### config.mk
export PLATFORM = sky130hd
export DESIGN_NAME = sc_frog_ctrl
export DESIGN_NICKNAME = d
export VERILOG_FILES = /design/src/rtl/sc_frog_ctrl.sv
export SDC_FILE = /design/constraint.sdc
export NUM_CORES = 1
export LEC_CHECK = 0
export CAP_MARGIN = 20
export CORE_ASPECT_RATIO = 1.5
export CORE_MARGIN = 3
export CORE_UTILIZATION = 40
export CTS_CLUSTER_SIZE = 30
export DETAILED_ROUTE_END_ITERATION = 7
export SYNTH_ARGS = -nofsm -noshare
export SYNTH_HDL_FRONTEND = slang
export SYNTH_SLANG_ARGS = --single-unit
### constraint.sdc
create_clock -name SC_FROGCTRL_CLOCK_50 -period 3 [get_ports SC_FROGCTRL_CLOCK_50]
set_input_delay 0.3 -clock SC_FROGCTRL_CLOCK_50 [delete_from_list [all_inputs] [get_ports SC_FROGCTRL_CLOCK_50]]
set_output_delay 0.3 -clock SC_FROGCTRL_CLOCK_50 [all_outputs]
set_load 0.02 [all_outputs]
### src/rtl/sc_frog_ctrl.sv
// Frog game-state controller: button edge detect, frog position, lives, score, win/over FSM, LED row bytes.
// Latency: position/state update 1 clock after a press edge; row bytes follow 1 clock after that.
// Backpressure: none; buttons are debounced levels sampled every clock, collision is a level input.
// Ports: CLOCK_50/RESET_InLow (async, active-low); five button levels and collision in;
//        data0..data7 row bytes (data0 = start row, data7 = goal row), posX, posY, lives, score, state out.
module sc_frog_ctrl #(
  parameter int DATAWIDTH_BUS       = 8,
  parameter int PRESCALER_DATAWIDTH = 25,
  parameter int HOLD_CYCLES         = 25000000,
  parameter int BLINK_CYCLES        = 6250000,
  parameter int LIVES_INIT          = 3,
  parameter int START_X             = 3
) (
  input  logic                             SC_FROGCTRL_CLOCK_50,
  input  logic                             SC_FROGCTRL_RESET_InLow,
  input  logic                             SC_FROGCTRL_startButton_In,
  input  logic                             SC_FROGCTRL_upButton_In,
  input  logic                             SC_FROGCTRL_downButton_In,
  input  logic                             SC_FROGCTRL_leftButton_In,
  input  logic                             SC_FROGCTRL_rightButton_In,
  input  logic                             SC_FROGCTRL_collision_In,
  output logic [DATAWIDTH_BUS-1:0]         SC_FROGCTRL_data0_Out,
  output logic [DATAWIDTH_BUS-1:0]         SC_FROGCTRL_data1_Out,
  output logic [DATAWIDTH_BUS-1:0]         SC_FROGCTRL_data2_Out,
  output logic [DATAWIDTH_BUS-1:0]         SC_FROGCTRL_data3_Out,
  output logic [DATAWIDTH_BUS-1:0]         SC_FROGCTRL_data4_Out,
  output logic [DATAWIDTH_BUS-1:0]         SC_FROGCTRL_data5_Out,
  output logic [DATAWIDTH_BUS-1:0]         SC_FROGCTRL_data6_Out,
  output logic [DATAWIDTH_BUS-1:0]         SC_FROGCTRL_data7_Out,
  output logic [$clog2(DATAWIDTH_BUS)-1:0] SC_FROGCTRL_posX_Out,
  output logic [2:0]                       SC_FROGCTRL_posY_Out,
  output logic [2:0]                       SC_FROGCTRL_lives_Out,
  output logic [7:0]                       SC_FROGCTRL_score_Out,
  output logic [2:0]                       SC_FROGCTRL_state_Out
);

  localparam int XW = $clog2(DATAWIDTH_BUS);
  localparam int PW = PRESCALER_DATAWIDTH;
  localparam logic [XW-1:0] SPAWN_X    = XW'(START_X);
  localparam logic [XW-1:0] X_MAX      = XW'(DATAWIDTH_BUS - 1);
  localparam logic [2:0]    LIVES_LOAD = 3'(LIVES_INIT);
  localparam logic [PW-1:0] HOLD_LAST  = PW'(HOLD_CYCLES - 1);
  localparam logic [PW-1:0] BLINK_LAST = PW'(BLINK_CYCLES - 1);
  localparam logic [DATAWIDTH_BUS-1:0] ONE = {{(DATAWIDTH_BUS-1){1'b0}}, 1'b1};

  typedef enum logic [2:0] {
    ST_IDLE = 3'd0,
    ST_PLAY = 3'd1,
    ST_HIT  = 3'd2,
    ST_WIN  = 3'd3,
    ST_OVER = 3'd4
  } state_t;

  // Button vector order: [4]=start [3]=up [2]=down [1]=left [0]=right
  logic [4:0]  w_btn, w_press, r_prev;
  state_t      r_state, w_state_nxt;
  logic [XW-1:0] r_posx, w_posx_nxt;
  logic [2:0]  r_posy, w_posy_nxt;
  logic [2:0]  r_lives, w_lives_nxt;
  logic [7:0]  r_score, w_score_nxt;
  logic [PW-1:0] r_cnt, w_cnt_nxt;
  logic [PW-1:0] r_bcnt, w_bcnt_nxt;
  logic        r_blink, w_blink_nxt;
  logic        w_vis;
  logic [DATAWIDTH_BUS-1:0] w_onehot;
  logic [DATAWIDTH_BUS-1:0] w_row [0:7];
  logic [DATAWIDTH_BUS-1:0] r_data [0:7];

  assign w_btn   = {SC_FROGCTRL_startButton_In, SC_FROGCTRL_upButton_In,
                    SC_FROGCTRL_downButton_In, SC_FROGCTRL_leftButton_In,
                    SC_FROGCTRL_rightButton_In};
  assign w_press = w_btn & ~r_prev;

  always_comb begin
    w_state_nxt = r_state;
    w_posx_nxt  = r_posx;
    w_posy_nxt  = r_posy;
    w_lives_nxt = r_lives;
    w_score_nxt = r_score;
    w_cnt_nxt   = r_cnt;
    w_bcnt_nxt  = r_bcnt;
    w_blink_nxt = r_blink;
    case (r_state)
      ST_IDLE: begin
        if (w_press[4]) begin
          w_state_nxt = ST_PLAY;
          w_lives_nxt = LIVES_LOAD;
          w_posx_nxt  = SPAWN_X;
          w_posy_nxt  = 3'd0;
          w_score_nxt = 8'd0;
        end
      end
      ST_PLAY: begin
        // Collision wins over both the goal check and any same-cycle move.
        if (SC_FROGCTRL_collision_In) begin
          w_state_nxt = ST_HIT;
          w_lives_nxt = r_lives - 3'd1;
          w_cnt_nxt   = '0;
          w_bcnt_nxt  = '0;
          w_blink_nxt = 1'b0;
        end else if (r_posy == 3'd7) begin
          w_state_nxt = ST_WIN;
          w_score_nxt = r_score + 8'd1;
          w_cnt_nxt   = '0;
        end else if (w_press[3]) begin
          if (r_posy != 3'd7) w_posy_nxt = r_posy + 3'd1;
        end else if (w_press[2]) begin
          if (r_posy != 3'd0) w_posy_nxt = r_posy - 3'd1;
        end else if (w_press[1]) begin
          if (r_posx != X_MAX) w_posx_nxt = r_posx + XW'(1);
        end else if (w_press[0]) begin
          if (r_posx != '0) w_posx_nxt = r_posx - XW'(1);
        end
      end
      ST_HIT: begin
        if (r_cnt == HOLD_LAST) begin
          w_cnt_nxt = '0;
          if (r_lives == 3'd0) begin
            w_state_nxt = ST_OVER;
          end else begin
            w_state_nxt = ST_PLAY;
            w_posx_nxt  = SPAWN_X;
            w_posy_nxt  = 3'd0;
          end
        end else begin
          w_cnt_nxt = r_cnt + PW'(1);
          // r_blink tracks (r_cnt / BLINK_CYCLES) odd, i.e. frog shown on odd half-periods.
          if (r_bcnt == BLINK_LAST) begin
            w_bcnt_nxt  = '0;
            w_blink_nxt = ~r_blink;
          end else begin
            w_bcnt_nxt = r_bcnt + PW'(1);
          end
        end
      end
      ST_WIN: begin
        if (r_cnt == HOLD_LAST) begin
          w_cnt_nxt   = '0;
          w_state_nxt = ST_PLAY;
          w_posx_nxt  = SPAWN_X;
          w_posy_nxt  = 3'd0;
        end else begin
          w_cnt_nxt = r_cnt + PW'(1);
        end
      end
      ST_OVER: begin
        if (w_press[4]) begin
          w_state_nxt = ST_IDLE;
          w_posx_nxt  = SPAWN_X;
          w_posy_nxt  = 3'd0;
        end
      end
      default: w_state_nxt = ST_IDLE;
    endcase
  end

  // Row image from the current registered position; registered below, so rows lag position by one clock.
  always_comb begin
    w_vis    = (r_state == ST_HIT) ? r_blink : (r_state != ST_OVER);
    w_onehot = ONE << r_posx;
    for (int n = 0; n < 8; n++) begin
      w_row[n] = (r_posy == 3'(n) && w_vis) ? w_onehot : '0;
    end
  end

  always_ff @(posedge SC_FROGCTRL_CLOCK_50 or negedge SC_FROGCTRL_RESET_InLow) begin
    if (!SC_FROGCTRL_RESET_InLow) begin
      r_prev  <= '0;
      r_state <= ST_IDLE;
      r_posx  <= SPAWN_X;
      r_posy  <= 3'd0;
      r_lives <= LIVES_LOAD;
      r_score <= 8'd0;
      r_cnt   <= '0;
      r_bcnt  <= '0;
      r_blink <= 1'b0;
      for (int n = 0; n < 8; n++) begin
        r_data[n] <= (n == 0) ? (ONE << SPAWN_X) : '0;
      end
    end else begin
      r_prev  <= w_btn;
      r_state <= w_state_nxt;
      r_posx  <= w_posx_nxt;
      r_posy  <= w_posy_nxt;
      r_lives <= w_lives_nxt;
      r_score <= w_score_nxt;
      r_cnt   <= w_cnt_nxt;
      r_bcnt  <= w_bcnt_nxt;
      r_blink <= w_blink_nxt;
      for (int n = 0; n < 8; n++) begin
        r_data[n] <= w_row[n];
      end
    end
  end

  assign SC_FROGCTRL_data0_Out = r_data[0];
  assign SC_FROGCTRL_data1_Out = r_data[1];
  assign SC_FROGCTRL_data2_Out = r_data[2];
  assign SC_FROGCTRL_data3_Out = r_data[3];
  assign SC_FROGCTRL_data4_Out = r_data[4];
  assign SC_FROGCTRL_data5_Out = r_data[5];
  assign SC_FROGCTRL_data6_Out = r_data[6];
  assign SC_FROGCTRL_data7_Out = r_data[7];
  assign SC_FROGCTRL_posX_Out  = r_posx;
  assign SC_FROGCTRL_posY_Out  = r_posy;
  assign SC_FROGCTRL_lives_Out = r_lives;
  assign SC_FROGCTRL_score_Out = r_score;
  assign SC_FROGCTRL_state_Out = r_state;

endmodule

**Word level (Yosys, flattened, before mapping)**

Index checks and enable logic that the tools add are counted.

- Add/subtract/negate cells: 8
- $mul: 0
- Divide/modulo/power cells: 0
- Magnitude comparators: 0
- Equality and inequality tests: 37
- Shift operators: 1
- Muxes and demuxes: 58
- Bitwise gates (word level): 3
- Reduce and logical (&&, ||, !) cells: 27

Operator list:

| cell | number |
|---|---|
| 25-bit two-way mux | 6 |
| 25-bit one-hot mux with 2 select lines | 2 |
| 8-bit two-way mux | 11 |
| 3-bit two-way mux | 29 |
| 25-bit by 1-bit adder with 25-bit output (second input constant) | 2 |
| 3-bit inequality test (second input constant) | 10 |
| 2-bit inequality test (second input constant) | 13 |
| 25-bit by 23-bit == test with 1-bit output (second input constant) | 1 |
| 25-bit == test (second input constant) | 1 |
| 3-bit one-hot mux with 4 select lines | 2 |
| 8-bit one-hot mux with 2 select lines | 1 |
| 3-bit == test (second input constant) | 5 |
| 3-bit one-hot mux with 5 select lines | 1 |
| 3-bit by 2-bit == test with 1-bit output (second input constant) | 4 |
| 12-bit AND reduction | 1 |
| 10-bit AND reduction | 1 |
| 3-bit logical NOT | 3 |
| 3-bit by 1-bit subtractor with 3-bit output (second input constant) | 3 |
| 8-bit by 1-bit adder with 8-bit output (second input constant) | 1 |
| 1-bit logical AND | 8 |
| 4-bit AND reduction | 2 |
| 1-bit by 3-bit left shift with 8-bit output (first input constant) | 1 |
| 3-bit by 1-bit adder with 3-bit output (second input constant) | 2 |
| 3-bit by 1-bit == test with 1-bit output (second input constant) | 2 |
| other kinds (14) | 22 |

- Register bits: 140
- Latch bits: 0
- RAM bits: 0
- Bits in read-only memories: 0
- Input bits: 8
- Logic and storage cells: 151
- Memories: 0

**Longest topological paths before layout**

- Depth after elaboration: 9
- Gate-level depth with buffers: 9
- Mapped depth without buffers: 9

**Worst setup path before layout**

Ideal clock, no wire load.

- Kind: register -> register
- From: reg r_posy[0] (netlist: SC_FROGCTRL_posY_Out[0])
- To: reg r_cnt[15]
- Arrival time: 2,172 ps
- Required time: 2,876 ps
- Setup slack: 704 ps
- Stages on the path, launching flop included: 10
- Period minus slack after synthesis: 2,296 ps
- Cell sequence: dfrtp_1 > ha_1 > ha_1 > o21a_1 > o21a_1 > and3_1 > clkbuf_1 > nor2b_1 > nor4b_1 > a211o_1

- Longest elaborated chain between the ends: 3

RTL lines:

| element | RTL line | source |
|---|---|---|
| start, declared | 58 | `logic [2:0] r_posy, w_posy_nxt;` |
| start signal, assigned | 184 | `r_posy <= w_posy_nxt;` |
| 3-bit == test | 101 | `end else if (r_posy == 3'd7) begin` |
| 3-bit inequality test (no source line) | - |  |
| 2-bit AND reduction (no source line) | - |  |
| end signal, assigned | 187 | `r_cnt <= w_cnt_nxt;` |
| end, declared | 61 | `logic [PW-1:0] r_cnt, w_cnt_nxt;` |

No other way between the ends.
A chain may end at the register's enable or synchronous reset.

**Worst setup path in the final report**

- From: reg r_posy[0] (netlist: SC_FROGCTRL_posY_Out[0])
- To: reg r_score[7] (netlist: SC_FROGCTRL_score_Out[7])

- Longest elaborated chain between the ends: 3

RTL lines:

| element | RTL line | source |
|---|---|---|
| 3-bit == test | 101 |  |
| 2-bit inequality test (no source line) | - |  |
| 4-bit AND reduction (no source line) | - |  |
| end signal, assigned | 186 | `r_score <= w_score_nxt;` |
| end, declared | 60 | `logic [7:0] r_score, w_score_nxt;` |

No other way between the ends.

==> results.txt <==
result of the run: complete, but fails checks
violated checks: negative hold slack
kind of end point of the critical path: flip-flop
number of maximum-capacitance violations: 0
final worst path period need: 2.453 ns
setup clock skew after layout: 0.008144 ns
met3 wire len: 679 um
CTS tree: done
number of distinct standard cells referenced by the synthesized netlist: 59
worst slack on hold paths: -0.01167 ns
maximum number of pins on one net before global-route repair: 109
Total GRT Usage: 0.1785
Slowest-stage cell, CP: sky130_fd_sc_hd__dfrtp_1
type of the setup path with the least slack: flip-flop to flip-flop
clk sinks: 140
initial antenna violation count: 0
number of pins with negative max-slew slack in the final report: 0
global route total overflow: 0
mean instance size in the synthesized netlist: 10.04 sq um
routed vias: 4,850
die boundary width: 107.5 um
post-route ant nets: 0
iteration-0 DRC count of the detailed router: 359
element type at the critical path start: flip-flop
die area: 0.01702 sq mm
DR DRC count: 0
Final Cycle Share: 0.8177
area share of the largest cell type after synthesis: 0.5463
synthesized netlist net count: 637
multi-input gate area in the final layout: 0.002521 sq mm
Initial Utilization: 0.4084
count of synthesis-stage warnings from yosys: 0
Storage cell area: 0.003510 sq mm
crit-path max FO: 6
Synth top cells by count: sky130_fd_sc_hd__dfrtp_1 (135), sky130_fd_sc_hd__nor2_1 (120), sky130_fd_sc_hd__nand2_1 (58)
Register-to-Register Setup Slack: 0.55 ns
count of flip-flops with a built-in enable after synthesis: 0
cell types occupying the most area after synthesis: sky130_fd_sc_hd__dfrtp_1 (55%), sky130_fd_sc_hd__nor2_1 (7.3%), sky130_fd_sc_hd__nand2_1 (3.5%)
hold_buf cts: 0
Post-Synthesis Cell Area: 0.006183 sq mm
FF+latch count, synth: 140
average detailed-routed wire length per instance: 15.76 um
detailed route wirelength on metal2: 7932 um
register clock-pin slew on the reported worst setup and hold paths: 0.07 ns
# setup viols final: 0
sum of routed wire length over all layers: 14,580 um
Worst EP required: 3.33 ns
first-pass iteration count of the detailed router: 5
cell area power density: 745.5 mW/mm^2
slew of the pin with the lowest slew margin: 0.9362 ns
unrepaired setup endpoints after global routing: false
number of gates resized after CTS: 0
deepest level of the CTS H-tree: 4
arrival time of data at the critical path endpoint: 2.79 ns
peak per-stage delay on the critical path: 0.44 ns
Critical Path, Cell by Cell: ha_1, ha_1, nand2_1, or2_2, a21oi_1, nand4_1, or3_1, a21oi_1
share of async-settable or async-resettable flops after synthesis: 1.000
final total power: 0.005885 W
insertion delay to the later sink of the worst-skew pair: 0.41 ns
sequential cell area fraction in the yosys report: 0.5676
layout overhead on the synthesized area: 27.66%
worst-case vdd ir drop: 0.3774 mV
core region area: 0.01514 sq mm
number of buffers added by the clock tree synthesis step: 17
number of global-route vias before repair: 4,969
fraction of final layout cells with drive strength greater than 1: 0.07851
Max clock buf depth: 2
Setup Buffers After CTS: 0
Antenna Cells: 0
Vert. Die Dim: 158.3 um
top routing layer in use: met4
wire length on met1: 5755 um
drt via density: 5.243
cell count after synthesis: 616
type of the tightest min-delay check: input pin to asynchronous set/reset pin
row cnt: 55
wire length of the first global-routing pass: 24,430 um
number of nets in the layout: 734
Port Buffer Count: 91
top-count cell post-synth: sky130_fd_sc_hd__dfrtp_1
Final HPWL DP: 10,740 um
Clock Tree Root: sky130_fd_sc_hd__clkbuf_16
number of hold violations in the final report: 4
gpl congestion: 0.8619
fill count: 1,349
cell taking the most area after synthesis: sky130_fd_sc_hd__dfrtp_1
final setup TNS: 0 ns
FMAX: 407.7 MHz
Top Ports: 92
most used flip-flop cell after synthesis: sky130_fd_sc_hd__dfrtp_1
reported leakage power: 3.389 nW
headroom to the max-slew limit: 0.3759
==> where the power goes <==
group          total, W  switching [W]  internal, W
registers       0.00223       0.000166      0.00206
clock network   0.00207       0.000871      0.00120
logic           0.00159        0.00102     0.000570
==> logic make-up (layout without fill, tap and decap cells) <==
logic type	after synthesis	count (layout)	synth area share
XOR/XNOR	31	31	0.04391
AO/OA/AOI/OAI	96	96	0.09753
multiplexers	4	4	0.006678
adder cells (fa/ha/maj)	13	13	0.02752
flip-flops	140	140	0.5676
buffers and inverters	35	145	0.02469
AND/OR/NAND/NOR	297	297	0.2321
==> cell type report <==
cell class,instances,share of cell area
Clock buffer,18,0.05563
Clock inverter,14,0.01902
Inverter,14,0.006657
Multi-Input combinational cell,441,0.3194
Sequential cell,140,0.4446
Tap cell,199,0.03154
Timing Repair Buffer,99,0.1232
==> layout by cell type, fill, tap and decap left out, types with 2 or more instances in the layout <==
| master | synthesis | final |
|---|---|---|
| sky130_fd_sc_hd__a21oi_1 | 27 | 27 |
| sky130_fd_sc_hd__or3_1 | 13 | 13 |
| sky130_fd_sc_hd__o21ai_0 | 23 | 23 |
| sky130_fd_sc_hd__nor2b_1 | 7 | 7 |
| sky130_fd_sc_hd__xor2_1 | 14 | 14 |
| sky130_fd_sc_hd__nand2_1 | 58 | 58 |
| sky130_fd_sc_hd__o211ai_1 | 3 | 3 |
| sky130_fd_sc_hd__o22ai_1 | 2 | 2 |
| sky130_fd_sc_hd__a22o_1 | 2 | 2 |
| sky130_fd_sc_hd__a211oi_1 | 7 | 7 |
| sky130_fd_sc_hd__inv_6 | 0 | 7 |
| sky130_fd_sc_hd__nor2_1 | 120 | 120 |
| sky130_fd_sc_hd__o31ai_1 | 8 | 8 |
| sky130_fd_sc_hd__or4_1 | 5 | 5 |
| sky130_fd_sc_hd__inv_1 | 14 | 14 |
| sky130_fd_sc_hd__and4_1 | 4 | 4 |
| sky130_fd_sc_hd__dfrtp_1 | 135 | 135 |
| sky130_fd_sc_hd__clkbuf_16 | 0 | 17 |
| sky130_fd_sc_hd__a211o_1 | 2 | 2 |
| sky130_fd_sc_hd__ha_1 | 12 | 12 |
| sky130_fd_sc_hd__o21a_1 | 2 | 2 |
| sky130_fd_sc_hd__nand2b_1 | 12 | 12 |
| sky130_fd_sc_hd__nor4b_1 | 4 | 4 |
| sky130_fd_sc_hd__nand3_1 | 27 | 27 |
| sky130_fd_sc_hd__xnor2_1 | 17 | 17 |
| sky130_fd_sc_hd__or2_2 | 5 | 5 |
| sky130_fd_sc_hd__o21ai_1 | 4 | 4 |
| sky130_fd_sc_hd__clkdlybuf4s50_1 | 0 | 90 |
| sky130_fd_sc_hd__nor3_1 | 7 | 7 |
| sky130_fd_sc_hd__buf_4 | 3 | 8 |
| sky130_fd_sc_hd__mux2i_1 | 3 | 3 |
| sky130_fd_sc_hd__and2_1 | 4 | 4 |
| sky130_fd_sc_hd__nor4_1 | 4 | 4 |
| sky130_fd_sc_hd__a31oi_1 | 2 | 2 |
| sky130_fd_sc_hd__and3_1 | 6 | 6 |
| sky130_fd_sc_hd__dfstp_2 | 5 | 5 |
| sky130_fd_sc_hd__nand4_1 | 13 | 13 |
| sky130_fd_sc_hd__a21o_1 | 4 | 4 |
| sky130_fd_sc_hd__clkinv_4 | 0 | 3 |
==> layer usage <==
metal / global-route usage / vias up
met5: 0 / -
met4: 0.05596 / 0
met3: 0.03245 / 20
met2: 0.3348 / 136
met1: 0.2042 / 2376
li1: - / 2318
==> metrics by stage <==
| stage | util | area, sq um | cells | hold slack [ns] | setup WS, ns |
|---|---|---|---|---|---|
| 2_1_floorplan | - | 6183 | 616 | 0.004409 | 0.7042 |
| 3_3_place_gp | 0.4825 | 7305 | 893 | 0.4757 | 0.5929 |
| 3_5_place_dp | 0.4825 | 7305 | 893 | 0.4816 | 0.5625 |
| 4_1_cts | 0.5214 | 7894 | 925 | 0.04492 | 0.5525 |
| 5_1_grt | 0.5214 | 7894 | 925 | 0.08182 | 0.3544 |
| 6_report | 0.5214 | 7894 | 925 | -0.01167 | 0.5470 |
==> registers in the layout, summed over array words and instances (netlist names) <==
signal	cells
SC_FROGCTRL_data6_Out	8
SC_FROGCTRL_score_Out	8
SC_FROGCTRL_data4_Out	8
r_bcnt	25
SC_FROGCTRL_data7_Out	8
SC_FROGCTRL_data5_Out	8
SC_FROGCTRL_data0_Out	8
SC_FROGCTRL_posX_Out	3
SC_FROGCTRL_data1_Out	8
r_prev	5
SC_FROGCTRL_state_Out	3
SC_FROGCTRL_lives_Out	3
r_cnt	25
SC_FROGCTRL_posY_Out	3
SC_FROGCTRL_data3_Out	8
SC_FROGCTRL_data2_Out	8
r_blink	1
==> critical path: cells and delay by family (launching register included) <==
kind	cells	cell delay (ns)
AO/OA/AOI/OAI	2	0.40
flip-flops	1	0.44
adder cells (fa/ha/maj)	2	0.47
AND/OR/NAND/NOR	4	1.08
==> path summary, 6_finish.rpt <==
check,from,endpoint,cells after the start
min in group SC_FROGCTRL_CLOCK_50,SC_FROGCTRL_startButton_In,r_prev[4],1
hold reg to reg,r_cnt[4],r_cnt[4],1
setup / recovery,SC_FROGCTRL_posY_Out[0],SC_FROGCTRL_score_Out[7],8
setup reg to reg,SC_FROGCTRL_posY_Out[0],SC_FROGCTRL_score_Out[7],8
max in group asynchronous,SC_FROGCTRL_RESET_InLow,r_bcnt[2],2
hold / removal,SC_FROGCTRL_RESET_InLow,SC_FROGCTRL_data6_Out[1],1
Power figures use the tool's default switching activity.
==> RTL edit 1: new RTL, same settings <==
Make the reset (`SC_FROGCTRL_RESET_InLow`) synchronous in one clocked block. Comments in the files are not updated.
--- a/src/rtl/sc_frog_ctrl.sv
+++ b/src/rtl/sc_frog_ctrl.sv
@@ -163,7 +163,7 @@
     end
   end
 
-  always_ff @(posedge SC_FROGCTRL_CLOCK_50 or negedge SC_FROGCTRL_RESET_InLow) begin
+  always_ff @(posedge SC_FROGCTRL_CLOCK_50) begin
     if (!SC_FROGCTRL_RESET_InLow) begin
       r_prev  <= '0;
       r_state <= ST_IDLE;
Function: differs if SC_FROGCTRL_RESET_InLow is asserted again (counterexample within 4 cycles, from zero or initial values and one cycle with SC_FROGCTRL_RESET_InLow low); with SC_FROGCTRL_RESET_InLow held inactive, the same outputs for 4 cycles.
==> RTL edit 1 against the original RTL <==
Fmax down 14%. Highest routed layer unchanged. First-iteration DRC count down 45%. Core utilization rose by 2.6 points. Worst hold slack better by 490 ps. Routed wire length down 9.8%. Area after synthesis decreased by 12%. Sequential share of layout area decreased by 5.7 points. Synthesized cell count shrank 0.65%. Final area shrank 8.4%. Critical path type unchanged. Sequential cell count did not move. Worst setup slack got worse by 410 ps.
Power is not compared: it rests on default switching activity, and its combinational part moved more than twofold at a synthesized area within 25%.
==> RTL edit 1: results (changes against the original RTL) <==
grt_antenna_before_repair: 0  # unchanged
setup.reg_to_reg.worst_slack_ps: 140  # -410 ps
clkTransAtPathRegs_ps: 60
slowest_stage: "or4b_4"
grt_use_met3_pct: 4.16  # +0.92 points
grt_max_degree: 26  # -76%
cts_root_buffer: "clkbuf_16"
path_max_fanout: 7  # +1
ff2ff_path_depth: 6  # -2
async_flop_share_pct: 0  # -100 points
cts_htree_levels: 4  # unchanged
hold_wc_path_type: "in2reg"
commonest_cells_post_synth: "dfxtp_1, nor2_1, nand2_1"
vdd.ir_drop.worst_mv: 0.425
yosysWarnings: 0  # unchanged
timing.hold.worst_path_depth: 2
port_buffers: 91  # unchanged
timing.rr.start: "r_cnt[6]$_SDFFE_PN0P_"
first_pass_iters: 4  # -1
fin_nets: 737  # +0.41%
synth_top_flop_cell: "dfxtp_1"
fin_worst_hold_slack_ps: 481  # +492 ps
synthTopCellsByArea: "dfxtp_1, nor2_1, xnor2_1"
worst-endpoint-arrival_ps: 3200  # +410 ps
place_congestion: 0.796  # -7.7%
synth.distinct_cells: 52  # -12%
vias_in_the_first_global_route: 4648  # -6.5%
cts.repair.resized: 0  # unchanged
layout-drive-gt1-share_pct: 7.69  # -0.16 points
post-dp-hpwl_mm: 9.60  # -11%
grt_usage_pct: 18.1  # +0.24 points
drt-vias-per-instance: 5.18  # -1.1%
drt_iter0_markers: 198  # -45%
num_antenna_cells: 0  # unchanged
cp_top_family: "simple AND/OR/NAND/NOR gates"
cts.path.max_buffers: 2  # unchanged
reg2reg_to: "SC_FROGCTRL_posX_Out[2]$_SDFFE_PN0P_"
total_leakage_power_nw: 2.51
clock_insertion_delay_worst_skew_ps: 410  # about the same
synth_sequential_area_ratio_pct: 51.2  # -5.5 points
synthesis.nets: 633  # -0.63%
route.final.wire_length_mm: 13.2  # -9.8%
grt_pass1_wl_mm: 21.9  # -10%
whs_endpoint: "r_prev[1]$_SDFF_PN0_"
biggestRegsByFlops: "r_data x64, r_bcnt x25, r_cnt x25"
run_status: "completed"
grtUsageMet1_pct: 20.0  # -0.37 points
final.setup_skew_ps: 11.9  # +3.72 ps
crit_path_max_incr_delay_ps: 590  # +150 ps
groute.layer.met2.usage_pct: 33.1  # -0.42 points
maxSlewHeadroom_pct: 61.3  # +24 points
RTL edit 1: changes by cell type after synthesis, sizes merged, moves of 6 or more:
cell and delta:
buf -6, clkbuf +7, dfrtp -135, dfxtp +140
nand2 -16, nand2b -10, nor2 +13, o31ai -6
xnor2 +9
RTL edit 1: layer usage:
layer / up-vias / wire length (um)
li1: 2306 / -
met1: 2165 / 5370
met2: 118 / 7050
met3: 10 / 579
met4: 0 / 148
met5: - / 0
RTL edit 1: worst max-delay path by stage:
stage | start | end | slack, ps | cells past startpoint
floorplan | r_cnt[6]$_SDFFE_PN0P_ | SC_FROGCTRL_posX_Out[2]$_SDFFE_PN0P_ | 290 | 6
global placement | r_cnt[6]$_SDFFE_PN0P_ | SC_FROGCTRL_posX_Out[2]$_SDFFE_PN0P_ | 190 | 6
detailed placement | r_cnt[6]$_SDFFE_PN0P_ | SC_FROGCTRL_posX_Out[2]$_SDFFE_PN0P_ | 170 | 6
CTS | r_cnt[6]$_SDFFE_PN0P_ | SC_FROGCTRL_posX_Out[2]$_SDFFE_PN0P_ | 150 | 6
global route | r_cnt[6]$_SDFFE_PN0P_ | SC_FROGCTRL_posX_Out[2]$_SDFFE_PN0P_ | 40 | 6
finish | r_cnt[6]$_SDFFE_PN0P_ | SC_FROGCTRL_posX_Out[2]$_SDFFE_PN0P_ | 140 | 6
RTL edit 1: cell type report:
class                   instances  area (um^2)
fillers                      1212         5980
flip-flops and latches        140         2800
multi-input cells             437         2530
repair buffers                107         1030
clock buffers                  17          425
well taps                     159          199
clock inverters                14          186
inverters                      13         48.8
RTL edit 1: power by group:
group	internal, W	total [W]	switching (W)
Combinational	0.000153	0.000400	0.000247
Sequential	0.00189	0.00193	0.0000396
Clock	0.00132	0.00216	0.000835
Total	0.00337	0.00449	0.00112
RTL edit 1: through the flow:
step	power (W)	area [um^2]	utilization (%)	std cells	setup slack (ps)
floorplan	0.00222	5470	-	612	291
detailed placement	0.00237	6620	50.1	856	170
CTS	0.00454	7230	54.7	887	153
global placement	0.00236	6620	50.1	856	195
finish	0.00449	7230	54.7	887	142
global route	0.00468	7230	54.7	887	41.2
RTL edit 1: cells by family after synthesis:
family	count (synthesis)	share of synthesized area [%]
multiplexers	7	1.28
XOR/XNOR	44	7.05
adder cells (fa/ha/maj)	13	3.11
flip-flops	140	51.2
buffers and inverters	35	2.42
AND/OR/NAND/NOR	292	25.9
AO/OA/AOI/OAI	81	9.04
==> RTL edit 2: new RTL, same flow settings <==
Made on the original files. Set the parameter `BLINK_CYCLES` to 4687500 (it was 6250000).
--- a/src/rtl/sc_frog_ctrl.sv
+++ b/src/rtl/sc_frog_ctrl.sv
@@ -7,7 +7,7 @@
   parameter int DATAWIDTH_BUS       = 8,
   parameter int PRESCALER_DATAWIDTH = 25,
   parameter int HOLD_CYCLES         = 25000000,
-  parameter int BLINK_CYCLES        = 6250000,
+  parameter int BLINK_CYCLES        = 4687500,
   parameter int LIVES_INIT          = 3,
   parameter int START_X             = 3
 ) (
Function: same outputs for any inputs over 4 cycles, from zero or initial values and one cycle with SC_FROGCTRL_RESET_InLow low; that may be too few to reach the edited logic, so the function may still have changed.
==> RTL edit 2 against the original RTL <==
Cell count rose by 5.5%. Worst setup slack worse by 77 ps. Routed wire length rose by 17%. Area after synthesis up 6.4%. Fmax shrank 3.0%. Worst hold slack improved by 360 ps. Sequential cell count did not move. Count of clock-buffer cells in the layout did not move. First-iteration DRC count shrank 10%. Via count is 10% higher. Final area grew 5.6%. Critical endpoint is now SC_FROGCTRL_posX_Out[2]$_DFFE_PN0P_.
Power is not compared: it rests on default switching activity, and its combinational part moved more than twofold at a synthesized area within 25%.
==> RTL edit 2: results (changes against the original RTL) <==
grt_usage_pct: 19.3  # +1.5 points
timing.rr.start: "SC_FROGCTRL_posX_Out[0]$_DFFE_PN1P_"
cp-endpoint: "SC_FROGCTRL_posX_Out[2]$_DFFE_PN0P_"
synthesis.nets: 677  # +6.3%
final.setup_skew_ps: 10.2  # +2.09 ps
layout-drive-gt1-share_pct: 10.1  # +2.2 points
synthTopCellsByArea: "dfrtp_1, nor2_1, nand3_1"
place_area_um2: 7770  # +6.4%
fin_nets: 781  # +6.4%
total_leakage_power_nw: 3.63
drt-vias-per-instance: 5.47  # +4.3%
crit_path_max_incr_delay_ps: 590  # +150 ps
slowest_stage: "dfstp_2"
post-dp-hpwl_mm: 12.4  # +16%
path_max_fanout: 9  # +3
worst_min_path_start: "SC_FROGCTRL_leftButton_In"
first_pass_iters: 6  # +1
place_congestion: 0.866  # +0.52%
commonest_cells_post_synth: "dfrtp_1, nor2_1, nand3_1"
setup.reg_to_reg.worst_slack_ps: 470  # -80 ps
biggestRegsByFlops: "r_bcnt x25, r_cnt x25"
worstSetupStartpoint: "SC_FROGCTRL_posX_Out[0]$_DFFE_PN1P_"
grt_max_degree: 73  # -33%
whs_endpoint: "r_prev[1]$_DFF_PN0_"
synth_sequential_area_ratio_pct: 53.4  # -3.4 points
ff2ff_path_depth: 5  # -3
cp_top_family: "simple AND/OR/NAND/NOR gates"
fin_worst_hold_slack_ps: 348  # +360 ps
synth.distinct_cells: 70  # +19%
run_status: "completed"
vias_in_the_first_global_route: 5394  # +8.6%
grt_pass1_wl_mm: 28.1  # +15%
num_antenna_cells: 0  # unchanged
drt_iter0_markers: 323  # -10%
tightest_slew_ps: 681  # -256 ps
worst-endpoint-arrival_ps: 2840  # +50 ps
maxCapViolCount: 0  # unchanged
hold_wc_path_type: "in2reg"
route.final.wire_length_mm: 17.1  # +17%
async_flop_share_pct: 100  # unchanged
RTL edit 2: changes by cell type after synthesis, sizes merged, moves of 10 or more:
cell,unedited run,this run
nand2,58,43
xnor2,17,2
a22o,2,13
inv,14,24
nand3,27,48
nor2,121,111
RTL edit 2: where the power goes:
group | leakage (nW) | switching [W] | total (W) | internal [W]
logic | 1.56 | 0.0000676 | 0.0000994 | 0.0000319
registers | 1.81 | 0.00000492 | 0.00190 | 0.00190
clock network | 0.256 | 0.000893 | 0.00198 | 0.00109
total | 3.63 | 0.000965 | 0.00398 | 0.00302
RTL edit 2: logic make-up after synthesis:
group / count (synthesis) / share of synthesized area [%]
AOI/OAI and AO/OA: 113 / 12.2
xor gates and xnor gates: 21 / 2.80
adders and majority gates: 13 / 2.59
buffers and inverters: 48 / 3.01
DFF: 140 / 53.4
muxes: 11 / 1.77
and+or+nand+nor: 310 / 24.3
RTL edit 2: repair_timing:
item,4_1_cts,5_1_grt
hold endpoints to repair,69,0
endpoints found under the setup margin,0,0
hold buffers,1,0
RTL edit 2: metal layers:
layer / routed length (um) / GRT usage [%]
met2: 9500 / 36.8
met3: 657 / 3.45
met1: 6610 / 21.7
met5: 0 / 0
met4: 297 / 6.22
RTL edit 2: area by class of cell:
cell class,instances,area (um^2)
repair buffers,108,1050
fillers,1445,7570
clock inverters,14,124
inverters,25,93.8
multi-input cells,468,2870
flip-flops and latches,140,3510
clock buffers,18,429
well taps,203,254
RTL edit 2: stage by stage:
| step | cells | setup WS (ps) |
|---|---|---|
| 6_report | 976 | 470 |
| 5_1_grt | 976 | 305 |
| 4_1_cts | 976 | 409 |
| 3_5_place_dp | 943 | 431 |
| 3_3_place_gp | 943 | 470 |
| 2_1_floorplan | 656 | 546 |
